File: config.mk
export PLATFORM = sky130hd
export DESIGN_NAME = crc8_framer
export DESIGN_NICKNAME = d
export VERILOG_FILES = /design/src/rtl/crc8_framer.sv
export SDC_FILE = /design/constraint.sdc
export NUM_CORES = 1
export LEC_CHECK = 0
export ABC_CLOCK_PERIOD_IN_PS = 1600
export CAP_MARGIN = 20
export CORE_MARGIN = 2
export CORE_UTILIZATION = 37
export DETAILED_ROUTE_END_ITERATION = 10
export GPL_TIMING_DRIVEN = 0
export HOLD_SLACK_MARGIN = 0.02
export PLACE_DENSITY = 0.65
export SETUP_SLACK_MARGIN = 0.4
export SLEW_MARGIN = 20
export SYNTH_ARGS = -nofsm -noshare
export SYNTH_HDL_FRONTEND = slang
export SYNTH_SLANG_ARGS = --single-unit
File: constraint.sdc
create_clock -name clk_i -period 1.6 [get_ports clk_i]
set_input_delay 0.32 -clock clk_i [delete_from_list [all_inputs] [get_ports clk_i]]
set_output_delay 0.32 -clock clk_i [all_outputs]
set_load 0.02 [all_outputs]
File: src/rtl/crc8_framer.sv
// Byte-stream framer: forwards payload bytes unchanged and appends a CRC-8
// byte after each last-flagged payload byte, with valid/ready on both sides.
module crc8_framer #(
    parameter logic [7:0] POLYNOMIAL = 8'h07
) (
    input  logic       clk_i,
    input  logic       rst_ni,
    input  logic [7:0] s_data_i,
    input  logic       s_valid_i,
    input  logic       s_last_i,
    output logic       s_ready_o,
    output logic [7:0] m_data_o,
    output logic       m_valid_o,
    output logic       m_last_o,
    input  logic       m_ready_i,
    output logic [7:0] crc_o,
    output logic       crc_valid_o
);

    typedef enum logic {
        PAYLOAD = 1'b0,
        APPEND  = 1'b1
    } state_e;

    state_e     state_q, state_d;
    logic [7:0] crc_q, crc_d;
    logic [7:0] m_data_q, m_data_d;
    logic       m_valid_q, m_valid_d;
    logic       m_last_q, m_last_d;
    logic [7:0] crc_out_q, crc_out_d;
    logic       crc_vld_q, crc_vld_d;

    logic out_free;
    logic s_acc;

    // MSB-first, non-reflected fold of a whole byte into the running CRC.
    function automatic logic [7:0] crc_fold(input logic [7:0] crc, input logic [7:0] data);
        logic [7:0] c;
        c = crc ^ data;
        for (int i = 0; i < 8; i++) begin
            c = c[7] ? ({c[6:0], 1'b0} ^ POLYNOMIAL) : {c[6:0], 1'b0};
        end
        return c;
    endfunction

    assign out_free = !m_valid_q || m_ready_i;
    assign s_acc    = s_valid_i && s_ready_o;

    always_ff @(posedge clk_i) begin
        if (!rst_ni) begin
            state_q <= PAYLOAD;
        end else begin
            state_q <= state_d;
        end
    end

    always_comb begin
        state_d = state_q;
        case (state_q)
            PAYLOAD: if (s_acc && s_last_i) state_d = APPEND;
            APPEND:  if (out_free)          state_d = PAYLOAD;
            default:                        state_d = PAYLOAD;
        endcase
    end

    // s_ready_o is held low while reset is asserted so nothing is accepted then.
    always_comb begin
        s_ready_o = rst_ni && (state_q == PAYLOAD) && out_free;
        crc_d     = crc_q;
        m_data_d  = m_data_q;
        m_valid_d = m_valid_q;
        m_last_d  = m_last_q;
        crc_out_d = crc_out_q;
        crc_vld_d = 1'b0;
        if (out_free) begin
            m_valid_d = 1'b0;
        end
        case (state_q)
            PAYLOAD: begin
                if (s_acc) begin
                    m_data_d  = s_data_i;
                    m_valid_d = 1'b1;
                    m_last_d  = 1'b0;
                    crc_d     = crc_fold(crc_q, s_data_i);
                end
            end
            APPEND: begin
                if (out_free) begin
                    m_data_d  = crc_q;
                    m_valid_d = 1'b1;
                    m_last_d  = 1'b1;
                    crc_out_d = crc_q;
                    crc_vld_d = 1'b1;
                    crc_d     = 8'h00;
                end
            end
            default: ;
        endcase
    end

    always_ff @(posedge clk_i) begin
        if (!rst_ni) begin
            crc_q     <= 8'h00;
            m_data_q  <= 8'h00;
            m_valid_q <= 1'b0;
            m_last_q  <= 1'b0;
            crc_out_q <= 8'h00;
            crc_vld_q <= 1'b0;
        end else begin
            crc_q     <= crc_d;
            m_data_q  <= m_data_d;
            m_valid_q <= m_valid_d;
            m_last_q  <= m_last_d;
            crc_out_q <= crc_out_d;
            crc_vld_q <= crc_vld_d;
        end
    end

    assign m_data_o    = m_data_q;
    assign m_valid_o   = m_valid_q;
    assign m_last_o    = m_last_q;
    assign crc_o       = crc_out_q;
    assign crc_valid_o = crc_vld_q;

endmodule

==> reports/qor.yml, run 1 <==
finish:
  final_util: 0.661
  drive_gt1_frac: 0.599
  fin_cells: 233
  syn_to_final_growth_pct: 69.8
  n_antenna_cell: 0
  nNetsFinal: 201
die:
  std_cell_rows: 21
  core_um2: 3390
  io_pins: 33
  fp.dieW_um: 63.7
  start_util: 0.389
  fp.dieH_um: 63.7
  die_area_um2: 4060
synthesis:
  synth_fp_nets: 137
  netlist_area_um2: 1320
  synth_ff_type: "dfxtp_1"
  ys_warn_count: 0
  async_reset_ff_frac: 0
  synthTopCellsByArea: "dfxtp_1 43%, xnor2_1 9.3%, o211a_1 6.8%"
  synthDistinctLibCells: 30
  ys_seq_elements: 28
  ys_seq_area_frac: 0.425
  netlist.area_leader.share: 0.425
  postSynthAreaPerCell_um2: 10.6
  yosysTopAreaCell: "dfxtp_1"
  synth_enable_flop_cells: 0
  synth_commonest_cells: "28 x dfxtp_1, 14 x xnor2_1, 13 x nand2_1, 9 x o211a_1, 8 x mux2i_1"
  syn_inst: 124
  synth.most_common_cell: "dfxtp_1"
clock_network:
  h-tree-depth: 1
  cts_buffers: 3
  cts_tree: "yes"
  clk_latency_ns: 0.33
  cts.sinks: 28
  path_clk_slew_ns: 0.15
  clk_path_buf_depth: 2
  cts_hold_buf: 0
  clockRootBuffer: "clkbuf_4"
global_routing:
  grt-ovfl-total: 0
  grt_max_degree: 16
  antenna_found_initial: 0
  grt_use_total: 0.168
  grt_pass1_vias: 1060
  grt_pass1_wl_um: 5290
power:
  p_total_uw: 2440
  p_sw_uw: 803
  internal-power_uw: 1640
  clockPowerShare: 0.146
  p_sw_frac: 0.329
  vdd_drop_max_mv: 0.534
  power_density_nw_per_um2: 1090
  p_leak_uw: 0.00106
  power_frac_comb: 0.495
  pwr-share-seq: 0.359
place:
  gp_congestion: 0.759
  place_inst: 202
  numPortBuffers: 32
  dp_slack_ns: -0.628
  hpwl_um: 2120
sta:
  final-setup-viol-count: 0
  slew_headroom: 0.785
  rsz0062_at_grt: "true"
  setup_slack_ns: 0.0471
  timing.final.crit_share: 0.971
  hold_ws_ns: 0.447
  worst_pin_slew_ns: 0.323
  fmax_mhz: 644
  drv_slew: 0
  finalCriticalPeriod_ns: 1.55
  hold_violations: 0
  finalClockSkew_ns: 0.00534
worst_setup_path:
  crit_type: "flop to flop"
  r2r-start: "crc_q[7]"
  critical_path_peak_fanout: 3
  critPathLaunchType: "flop"
  required_ns: 1.86
  arrival_ns: 1.81
  reg2reg_setup_slack_ns: 0.05
  crit_end: "crc_q[2]"
  cp-startpoint: "crc_q[7]"
  reg2regPathDepth: 6
  r2r_end: "crc_q[2]"
  endpoint_kind: "flop"
route:
  drt_iter0_drc: 32
  vias_per_cell: 5.15
  wl_per_cell_um: 16.2
  drc_errors: 0
  first_pass_iters: 4
  ant_nets: 0
  via_count: 1201
  drt-total-wl_um: 3780
worst_hold_path:
  hold_class: "input pin to flop"
outcome:
  status: "complete, no violations"
flow_run:
  drv_cap: 0
## how the worst min path moves through the flow
stage | from | end | slack (ns) | cells past startpoint
after global routing | s_data_i[3] | m_data_o[3] | 0.46 | 4
after detailed placement | crc_o[4] | crc_o[4] | 0.47 | 1
final | s_data_i[3] | m_data_o[3] | 0.45 | 4
after CTS | s_valid_i | state_q | 0.48 | 3
after floorplan | crc_q[2] | crc_q[2] | 0.47 | 2
after global placement | crc_o[2] | crc_o[2] | 0.46 | 1
## stage by stage
stage / TNS (ns) / area [um^2]
6_report: 0 / 2240
5_1_grt: -0.00955 / 2240
4_1_cts: 0 / 1930
3_5_place_dp: -9.01 / 1770
3_3_place_gp: -7.91 / 1770
2_1_floorplan: 0 / 1390
## kinds of logic (layout without fill, tap and decap cells)
| logic type | after synthesis | after routing | share of synthesized area |
|---|---|---|---|
| AOI/OAI and AO/OA | 33 | 34 | 0.203 |
| xor gates and xnor gates | 21 | 21 | 0.191 |
| and+or+nand+nor | 24 | 24 | 0.0911 |
| DFF | 28 | 28 | 0.425 |
| muxes | 8 | 8 | 0.0607 |
| buffers and inverters | 10 | 72 | 0.0294 |
## layer usage
layer | vias to the layer above | wire, um | track usage
met2 | 39 | 1970 | 0.275
met5 | - | 0 | 0
met3 | 8 | 151 | 0.0250
met4 | 0 | 65 | 0.0571
met1 | 579 | 1590 | 0.225
li1 | 575 | - | -
## worst max-delay path, cell delays in order, from the launching register on
cell,delay [ns]
dfxtp_4,0.40
xnor2_4,0.22
buf_6,0.14
xnor2_4,0.12
xnor2_2,0.16
xnor3_1,0.25
o22ai_1,0.17
## cell usage in the layout, fill, tap and decap left out, drive strengths merged
master         synthesis  routed
xor2                   1       1
or3b                   1       1
inv                    4       4
a21boi                 3       4
buf                    1      48
o22ai                  5       5
a31o                   2       2
nand2                 13      13
and3b                  1       1
nand2b                 1       1
o211a                  9       9
and3                   1       1
dlygate4sd2            0       7
xnor2                 17      17
a22o                   8       8
o21ai                  1       1
nor2                   2       2
a31oi                  2       2
o211ai                 1       1
a21oi                  2       2
and2                   3       3
clkdlybuf4s50          0       3
clkbuf                 5      10
nand4b                 1       1
xnor3                  3       3
nor2b                  1       1
mux2i                  8       8
dfxtp                 28      28
## layout make-up
class,count,area [um^2]
inverter,4,15.0
multi-input combinational,87,976
sequential,28,592
tap,46,57.6
fill,249,1150
clock buffer,4,36.3
buffer,6,62.6
timing repair buffer,58,500
## power by group through the flow
stage / sequential [uW] / clock [uW] / combinational, uW
3_5_place_dp: 889 / 0 / 791
2_1_floorplan: 900 / 0 / 581
5_1_grt: 889 / 380 / 1280
3_3_place_gp: 885 / 0 / 777
6_report: 876 / 356 / 1210
4_1_cts: 865 / 355 / 990
## repair_timing
item / CTS / global route
endpoints found under the setup margin: 46 / 42
setup buffers: 15 / 8
hold endpoints to repair: 0 / 0
gates resized for setup: 120 / 60
pin swaps: 10 / 14
gates cloned: 0 / 4
## sequential cells by signal (all words and copies together) (netlist names)
register and cells:
m_valid_o 1, state_q 1, crc_valid_o 1, crc_q 8, m_last_o 1, m_data_o 8
crc_o 8
Power figures use the tool's default switching activity.
==> run 2: changes to the inputs <==
Settings changed: CELL_PAD_IN_SITES_DETAIL_PLACEMENT set to 1, CELL_PAD_IN_SITES_GLOBAL_PLACEMENT set to 2, CORE_UTILIZATION 37 to 27, GPL_TIMING_DRIVEN 0 to not set, PLACE_DENSITY 0.65 to not set, PLACE_DENSITY_LB_ADDON set to 0.1.
==> run 2 against run 1 <==
Worst hold slack improved by 0.039 ns. Sequential cell count did not move. Critical path type is now input pin to flop. Die area rose by 35%. Count of clock-buffer cells in the layout fell by 1. Wire length rose by 9.4%. Largest cell class unchanged. Largest power group unchanged. Combinational power rose by 6%.
==> reports/qor.yml, run 2 (same netlist as run 1, synthesis figures left out) <==
clock_network:
  h-tree-depth: 1
  clk_latency_ns: 0.28
  cts_buffers: 3
  cts_hold_buf: 0
  cts.sinks: 28
  cts_tree: "yes"
  clk_path_buf_depth: 2
  path_clk_slew_ns: 0.10
  clockRootBuffer: "clkbuf_8"
power:
  clockPowerShare: 0.209
  pwr-share-seq: 0.320
  power_density_nw_per_um2: 1170
  vdd_drop_max_mv: 0.431
  p_leak_uw: 0.00111
  p_sw_uw: 831
  internal-power_uw: 1890
  power_frac_comb: 0.471
  p_sw_frac: 0.305
worst_setup_path:
  path_delay_family: "XOR/XNOR gates"
  required_ns: 1.83
  endpoint_kind: "flop"
  critPathSlowestCell: "xnor3_4"
  critical_path_peak_fanout: 3
  path_buf_inv: 1
  reg2regPathDepth: 4
  reg2reg_setup_slack_ns: 0.08
  crit_type: "input pin to flop"
  worst_path_largest_cell_delay_ns: 0.44
  worst-path-stages: 5
  crit_end: "crc_q[3]"
  critPathLaunchType: "input pin"
  r2r_end: "crc_q[3]"
  cp-startpoint: "s_data_i[7]"
  arrival_ns: 1.76
  r2r-start: "crc_q[7]"
  critical_path.cell_chain: "dlygate4sd2_1, xnor2_4, xnor3_4, or3b_1, a21boi_2"
route:
  wl_per_cell_um: 15.8
  via_count: 1204
  drc_errors: 0
  ant_nets: 0
  drt_iter0_drc: 26
  drt-total-wl_um: 4140
  vias_per_cell: 4.60
  first_pass_iters: 3
sta:
  slew_headroom: 0.782
  hold_violations: 0
  timing.final.crit_share: 0.957
  rsz0062_at_grt: "true"
  finalCriticalPeriod_ns: 1.53
  finalClockSkew_ns: 0.00808
  worst_pin_slew_ns: 0.325
  tns_ns: 0
  final-setup-viol-count: 0
  drv_slew: 0
  fmax_mhz: 653
  hold_ws_ns: 0.486
flow_run:
  drv_cap: 0
place:
  gp_congestion: 0.779
  numPortBuffers: 32
  hpwl_um: 2710
  place_inst: 238
finish:
  layout_common_cells: "21 x dfxtp_1, 21 x buf_4, 19 x buf_2"
  fin_cells: 262
  final_util: 0.494
  multi_input_area_um2: 935
  nNetsFinal: 209
  fillers: 522
  syn_to_final_growth_pct: 76.9
  ff_latch_area_um2: 582
  drive_gt1_frac: 0.523
  n_antenna_cell: 0
global_routing:
  antenna_found_initial: 0
  grt-ovfl-total: 0
  grt_use_total: 0.164
  grt_pass1_vias: 1291
  grt_max_degree: 17
  grt_pass1_wl_um: 6620
die:
  start_util: 0.279
  std_cell_rows: 25
  fp.dieH_um: 73.9
  die_area_um2: 5460
  fp.dieW_um: 73.9
  io_pins: 33
  core_um2: 4720
outcome:
  status: "complete, no violations"
worst_hold_path:
  hold_class: "flop to flop"
[run 2: cell types whose count changed in the layout (fill, tap and decap cells not counted), sizes merged]
| cell | before | now |
|---|---|---|
| buf | 48 | 61 |
| clkbuf | 10 | 5 |
| a21boi | 4 | 3 |
| bufinv | 0 | 1 |
| clkdlybuf4s50 | 3 | 2 |
| dlygate4sd2 | 7 | 8 |
[run 2: power groups by stage]
stage	Sequential [uW]	Clock (uW)	Combinational, uW
floorplan	900	0	581
global placement	888	0	901
detailed placement	895	0	927
CTS	866	591	1140
global route	881	620	1370
finish	870	570	1280
[run 2: worst min-delay path by stage]
stage / from / cells past startpoint / slack [ns] / endpoint
after floorplan: crc_q[2] / 2 / 0.47 / crc_q[2]
after global routing: crc_o[7] / 1 / 0.51 / crc_o[7]
after CTS: crc_o[4] / 1 / 0.49 / crc_o[4]
after global placement: crc_o[5] / 1 / 0.46 / crc_o[5]
after detailed placement: crc_o[2] / 1 / 0.47 / crc_o[2]
final: crc_o[4] / 1 / 0.49 / crc_o[4]
[run 2: through the flow]
step           worst slack (ns)  power (uW)  instance area [um^2]
2_1_floorplan             0.124        1480                  1390
3_3_place_gp             -0.414        1790                  1940
3_5_place_dp             -0.540        1820                  1940
4_1_cts                 -0.0110        2600                  2210
5_1_grt                 0.00750        2870                  2330
6_report                 0.0694        2720                  2330
[run 2: what timing repair did]
action / CTS / global route
setup endpoints to repair: 47 / 27
gates cloned: 2 / 1
pin swaps: 22 / 13
gates resized for setup: 133 / 15
setup buffers: 11 / 6
hold endpoints to repair: 0 / 0
[run 2: cell type report]
class,count,share of cell area
multi-input cells,86,0.401
repair buffers,73,0.277
flip-flops and latches,28,0.249
well taps,67,0.0359
clock buffers,3,0.0177
clock inverters,1,0.0129
inverters,4,0.00643
[run 2: per-layer routing]
layer,track usage,share of wire,vias to the layer above
li1,-,-,587
met1,0.223,0.50,591
met2,0.266,0.46,21
met3,0.0206,0.022,5
met4,0.0586,0.014,0
met5,0,0,-
==> run 3: changes to the inputs <==
Settings changed: ABC_AREA set to 0.
==> results of run 3 <==
The final DEF is identical to that of run 2; final timing and power are the same.
==> edit 1, RTL diff (settings of run 2) <==
Take the reset off `m_data_q` and load it in a clocked block of its own.
--- a/src/rtl/crc8_framer.sv
+++ b/src/rtl/crc8_framer.sv
@@ -101,19 +101,21 @@
     always_ff @(posedge clk_i) begin
         if (!rst_ni) begin
             crc_q     <= 8'h00;
-            m_data_q  <= 8'h00;
             m_valid_q <= 1'b0;
             m_last_q  <= 1'b0;
             crc_out_q <= 8'h00;
             crc_vld_q <= 1'b0;
         end else begin
             crc_q     <= crc_d;
-            m_data_q  <= m_data_d;
             m_valid_q <= m_valid_d;
             m_last_q  <= m_last_d;
             crc_out_q <= crc_out_d;
             crc_vld_q <= crc_vld_d;
         end
+    end
+
+    always_ff @(posedge clk_i) begin
+        m_data_q <= m_data_d;
     end
 
     assign m_data_o    = m_data_q;
Formal check against the unedited RTL: differs if rst_ni is asserted again (counterexample within 4 cycles, from zero or initial values and one cycle with rst_ni low); with rst_ni held inactive, the same outputs for 10 cycles.
==> edit 1 against run 2 <==
Routed wire length decreased by 5.3%; power shrank 26%; global-route usage down 1.6 points; worst setup slack improved by 0.068 ns; sequential cell count stayed put; cell area is 6.4% lower; area after synthesis unchanged; combinational power decreased by 42%.
==> edit 1: results (changes against run 2) <==
\begin{tabular}{lr}
\hline
Metric & Value \\
\hline
\multicolumn{2}{l}{\textbf{Detailed routing}} \\
Drt first-iter violations & 35 (+35\%) \\
Met3 WL post-DR & 147 um (+63\%) \\
Overall routed net length & 3.92 mm (-5.3\%) \\
Average vias per placed instance & 4.48 (-2.4\%) \\
Total length of routed met2 wires & 2.09 mm (+9.0\%) \\
\multicolumn{2}{l}{\textbf{Global route}} \\
Met1 Usage GRT & 0.188 (-0.0349) \\
Largest net degree at the start of global routing & 16 (-1) \\
Global-route track usage on met3 & 0.0233 (+0.00274) \\
Number of global-route vias before repair & 1143 (-11\%) \\
First-pass GRT wire length & 5.96 mm (-10\%) \\
GRT Overall Usage & 0.148 (-0.0161) \\
\multicolumn{2}{l}{\textbf{Worst setup path}} \\
Data arrival time of the critical path & 1.64 ns (-0.12 ns) \\
Slowest library cell on the worst path & dfxtp\_4 \\
CP Depth & 6 (+1) \\
Peak per-stage delay on the critical path & 0.38 ns (-0.06 ns) \\
Startpoint class of the critical path & flop \\
R2r setup slk & 0.14 ns (+0.06 ns) \\
\multicolumn{2}{l}{\textbf{Timing}} \\
Measured slew at the worst slew-check pin & 0.254 ns (-0.0715 ns) \\
\multicolumn{2}{l}{\textbf{Worst hold path}} \\
Worst-case hold path end point & m\_data\_o[2] \\
Hold-critical path depth & 3 (+2) \\
Class of the most critical hold timing path & input port to flop \\
\multicolumn{2}{l}{\textbf{Synth}} \\
Number of enable flip-flop cells after synthesis & 8 (+8) \\
YS warnings & 0 (unchanged) \\
Post-synthesis xor/xnor area fraction & 0.205 (+0.0142) \\
Synthesized-area fraction occupied by ao, oa, aoi and oai cells & 0.142 (-0.0607) \\
Cell types occupying the most area after synthesis & dfxtp\_1, edfxtp\_1, mux2\_2, xnor3\_1, xnor2\_1 \\
Share of the yosys chip area belonging to registers & 0.486 (+0.0607) \\
Fraction of synthesized area in multiplexers & 0.0683 (+0.00759) \\
Cell types with the highest counts after synthesis & dfxtp\_1, xnor2\_1, edfxtp\_1, mux2\_2, nor2\_1 \\
Per-instance average area after synthesis & 12.2 um2 (+15\%) \\
Number of nets in the synthesized netlist & 121 (-12\%) \\
\multicolumn{2}{l}{\textbf{Clocking}} \\
Post-CTS Resized & 126 (-5.3\%) \\
Setup repair bufs after CTS & 8 (-3) \\
Clock-pin slew reported for the worst setup and hold paths after clock tree synthesis & 0.10 ns (about the same) \\
\multicolumn{2}{l}{\textbf{Cells and area}} \\
Final-layout fill cell count & 517 (-0.96\%) \\
Share of post-route cells with drive strength above 1 & 0.616 (+0.0927) \\
\# nets final & 191 (-8.6\%) \\
\multicolumn{2}{l}{\textbf{Pwr}} \\
Total leakage power & 0.000930 uW (-16\%) \\
\multicolumn{2}{l}{\textbf{Place}} \\
RePlAce Congestion & 0.695 (-11\%) \\
DP Wirelength & 2.57 mm (-5.0\%) \\
\multicolumn{2}{l}{\textbf{Run status}} \\
Result of the run & finished clean \\
\hline
\end{tabular}
## edit 1: changes by cell type in the layout (fill, tap and decap cells not counted), sizes merged, moves of 5 or more
cell,before,now
dfxtp,28,20
edfxtp,0,8
mux2,0,8
mux2i,8,0
nand2,13,5
nor2,2,8
o211a,9,0
o22ai,5,0
## edit 1: per-stage QoR
stage	setup TNS, ns	cell area (um2)	utilization	setup WS [ns]	hold slack, ns
global route	0	2180	0.462	0.0572	0.443
detailed placement	-5.00	1960	0.414	-0.368	0.464
global placement	-4.53	1960	0.414	-0.343	0.462
floorplan	0	1390	-	0.287	0.468
CTS	0	2070	0.438	0.148	0.425
finish	0	2180	0.462	0.137	0.432
## edit 1: final cells by class
class / count / area share
multi-input cells: 75 / 0.382
flip-flops and latches: 28 / 0.307
repair buffers: 68 / 0.244
well taps: 67 / 0.0384
clock buffers: 4 / 0.0252
inverters: 2 / 0.00344
## edit 1: power breakdown
group / internal, uW / switching [uW]
registers: 785 / 47.6
logic: 411 / 330
clock network: 221 / 230
==> edit 2, RTL diff (settings of run 2) <==
Without the edit above. Reset style: asynchronous (`rst_ni`), changed in 2 clocked blocks.
--- a/src/rtl/crc8_framer.sv
+++ b/src/rtl/crc8_framer.sv
@@ -46,7 +46,7 @@
     assign out_free = !m_valid_q || m_ready_i;
     assign s_acc    = s_valid_i && s_ready_o;
 
-    always_ff @(posedge clk_i) begin
+    always_ff @(posedge clk_i or negedge rst_ni) begin
         if (!rst_ni) begin
             state_q <= PAYLOAD;
         end else begin
@@ -98,7 +98,7 @@
         endcase
     end
 
-    always_ff @(posedge clk_i) begin
+    always_ff @(posedge clk_i or negedge rst_ni) begin
         if (!rst_ni) begin
             crc_q     <= 8'h00;
             m_data_q  <= 8'h00;
Function: differs if rst_ni is asserted again (counterexample within 4 cycles, from zero or initial values and one cycle with rst_ni low); with rst_ni held inactive, the same outputs for 10 cycles.
==> edit 2 against run 2 <==
Sequential cell count is the same; area after synthesis grew 4.6%; worst setup slack got worse by 0.060 ns; cell area rose by 4.6%; utilization decreased by 0.68 points; power rose by 46%; routed wire length up 3.2%; count of clock-buffer cells in the layout increased by 1; critical endpoint is now crc_q[2]; largest cell class unchanged.
==> edit 2: results (changes against run 2) <==
\begin{tabular}{lr}
\hline
Metric & Value \\
\hline
\multicolumn{2}{l}{\textbf{Run status}} \\
Result of the run & finished clean \\
\multicolumn{2}{l}{\textbf{Global route}} \\
Global routing met2 resource utilization & 0.231 (-0.0350) \\
GRT Overall Usage & 0.145 (-0.0188) \\
First-pass GRT wire length & 6.02 mm (-9.2\%) \\
Met1 Usage GRT & 0.200 (-0.0230) \\
Number of global-route vias before repair & 1176 (-8.9\%) \\
Largest net degree at the start of global routing & 20 (+3) \\
\multicolumn{2}{l}{\textbf{Synth}} \\
Number of unique standard cell types used by synthesis & 25 (-17\%) \\
Cell types with the highest counts after synthesis & dfrtp\_1, nand2\_1, o21ai\_0, xnor2\_1, mux2i\_1 \\
Share of the yosys chip area belonging to registers & 0.508 (+0.0831) \\
Number of nets in the synthesized netlist & 135 (-1.5\%) \\
Fraction of synthesized area in multiplexers & 0.115 (+0.0545) \\
Synthesized-area fraction occupied by ao, oa, aoi and oai cells & 0.0862 (-0.117) \\
\multicolumn{2}{l}{\textbf{Pwr}} \\
VDD IR-drop max & 0.000557 V (+29\%) \\
Total leakage power & 0.00120 uW (+8.2\%) \\
\multicolumn{2}{l}{\textbf{Worst setup path}} \\
Slowest library cell on the worst path & xnor3\_1 \\
Peak per-stage delay on the critical path & 0.46 ns (+0.02 ns) \\
\multicolumn{2}{l}{\textbf{Place}} \\
DP Wirelength & 2.64 mm (-2.7\%) \\
Pre-CTS worst setup slack & -0.461 ns (+0.0783 ns) \\
RePlAce Congestion & 0.740 (-5.0\%) \\
\multicolumn{2}{l}{\textbf{Detailed routing}} \\
Pre-Repair DR Iteration Count & 4 (+1) \\
Drt first-iter violations & 28 (+7.7\%) \\
Average vias per placed instance & 4.42 (-3.8\%) \\
\multicolumn{2}{l}{\textbf{Cells and area}} \\
\# nets final & 216 (+3.3\%) \\
\multicolumn{2}{l}{\textbf{Timing}} \\
Measured slew at the worst slew-check pin & 0.286 ns (-0.0396 ns) \\
Setup clock skew after layout & 0.00409 ns (-0.00399 ns) \\
\hline
\end{tabular}
## edit 2: cell types whose count changed in the layout (fill, tap and decap cells not counted), sizes merged, moves of 3 or more
cell / run 2 / this run
dfrtp: 0 / 28
dfxtp: 28 / 0
o21ai: 1 / 14
o211a: 9 / 0
mux2: 0 / 7
a22o: 8 / 3
o22ai: 5 / 0
buf: 61 / 65
nand2: 13 / 17
nor2: 2 / 6
or2: 0 / 4
a21boi: 3 / 0
## edit 2: cell type report
class | count | area (um2)
Clock buffer | 4 | 45.0
Fill cell | 559 | 2570
Inverter | 2 | 7.51
Multi-Input combinational cell | 91 | 945
Sequential cell | 28 | 704
Tap cell | 70 | 87.6
Timing Repair Buffer | 77 | 652
## edit 2: where the power goes
group          total (uW)  switching [uW]  internal (uW)
logic                2420            1060           1360
registers            1140             188            956
clock network         407             228            179
## edit 2: worst paths after layout
kind | from | end | slack (ns) | cells after the start
min reg2reg | m_data_o[3] | m_data_o[3] | 0.49 | 2
max in group asynchronous | rst_ni | crc_q[7] | 1.12 | 2
min in group clk_i | m_data_o[3] | m_data_o[3] | 0.49 | 2
min | rst_ni | m_data_o[3] | 0.24 | 2
max reg2reg | crc_q[0] | crc_q[2] | 0.009 | 5
max | crc_q[0] | crc_q[2] | 0.009 | 5
## edit 2: repair_timing
action	in CTS	in global routing
hold buffers	0	0
gates resized for setup	124	62
pin swaps	14	26
buffers inserted	7	12
endpoints found under the setup margin	47	29
cloned	1	3
## edit 2: metrics by stage
step / total power [uW] / std cells / hold slack [ns] / instance area [um2] / TNS [ns]
after floorplan: 2200 / 122 / 0.0244 / 1430 / 0
after global placement: 2920 / 245 / 0.461 / 1990 / -5.29
after detailed placement: 2940 / 245 / 0.470 / 1990 / -5.64
after CTS: 3570 / 257 / 0.242 / 2140 / -0.00339
after global routing: 4230 / 272 / 0.257 / 2440 / -0.0672
final: 3970 / 272 / 0.237 / 2440 / 0
## edit 2: routing by layer
| metal | part of all wire | up-vias |
|---|---|---|
| met1 | 0.46 | 595 |
| met5 | 0 | - |
| met3 | 0.032 | 4 |
| met2 | 0.50 | 17 |
| met4 | 0.0089 | 0 |
| li1 | - | 586 |
## edit 2: cells by family after synthesis
| group | after synthesis |
|---|---|
| and+or+nand+nor | 31 |
| DFF | 28 |
| AOI/OAI and AO/OA | 21 |
| xor gates and xnor gates | 20 |
| muxes | 15 |
| buffers and inverters | 7 |
## edit 2: worst reg2reg max path, cell delays in order (launching register included)
cell and delay [ns]:
dfrtp_1 0.40, xor2_1 0.17, xnor3_1 0.46, xnor2_2 0.21, o21ai_1 0.08, a22o_1 0.18
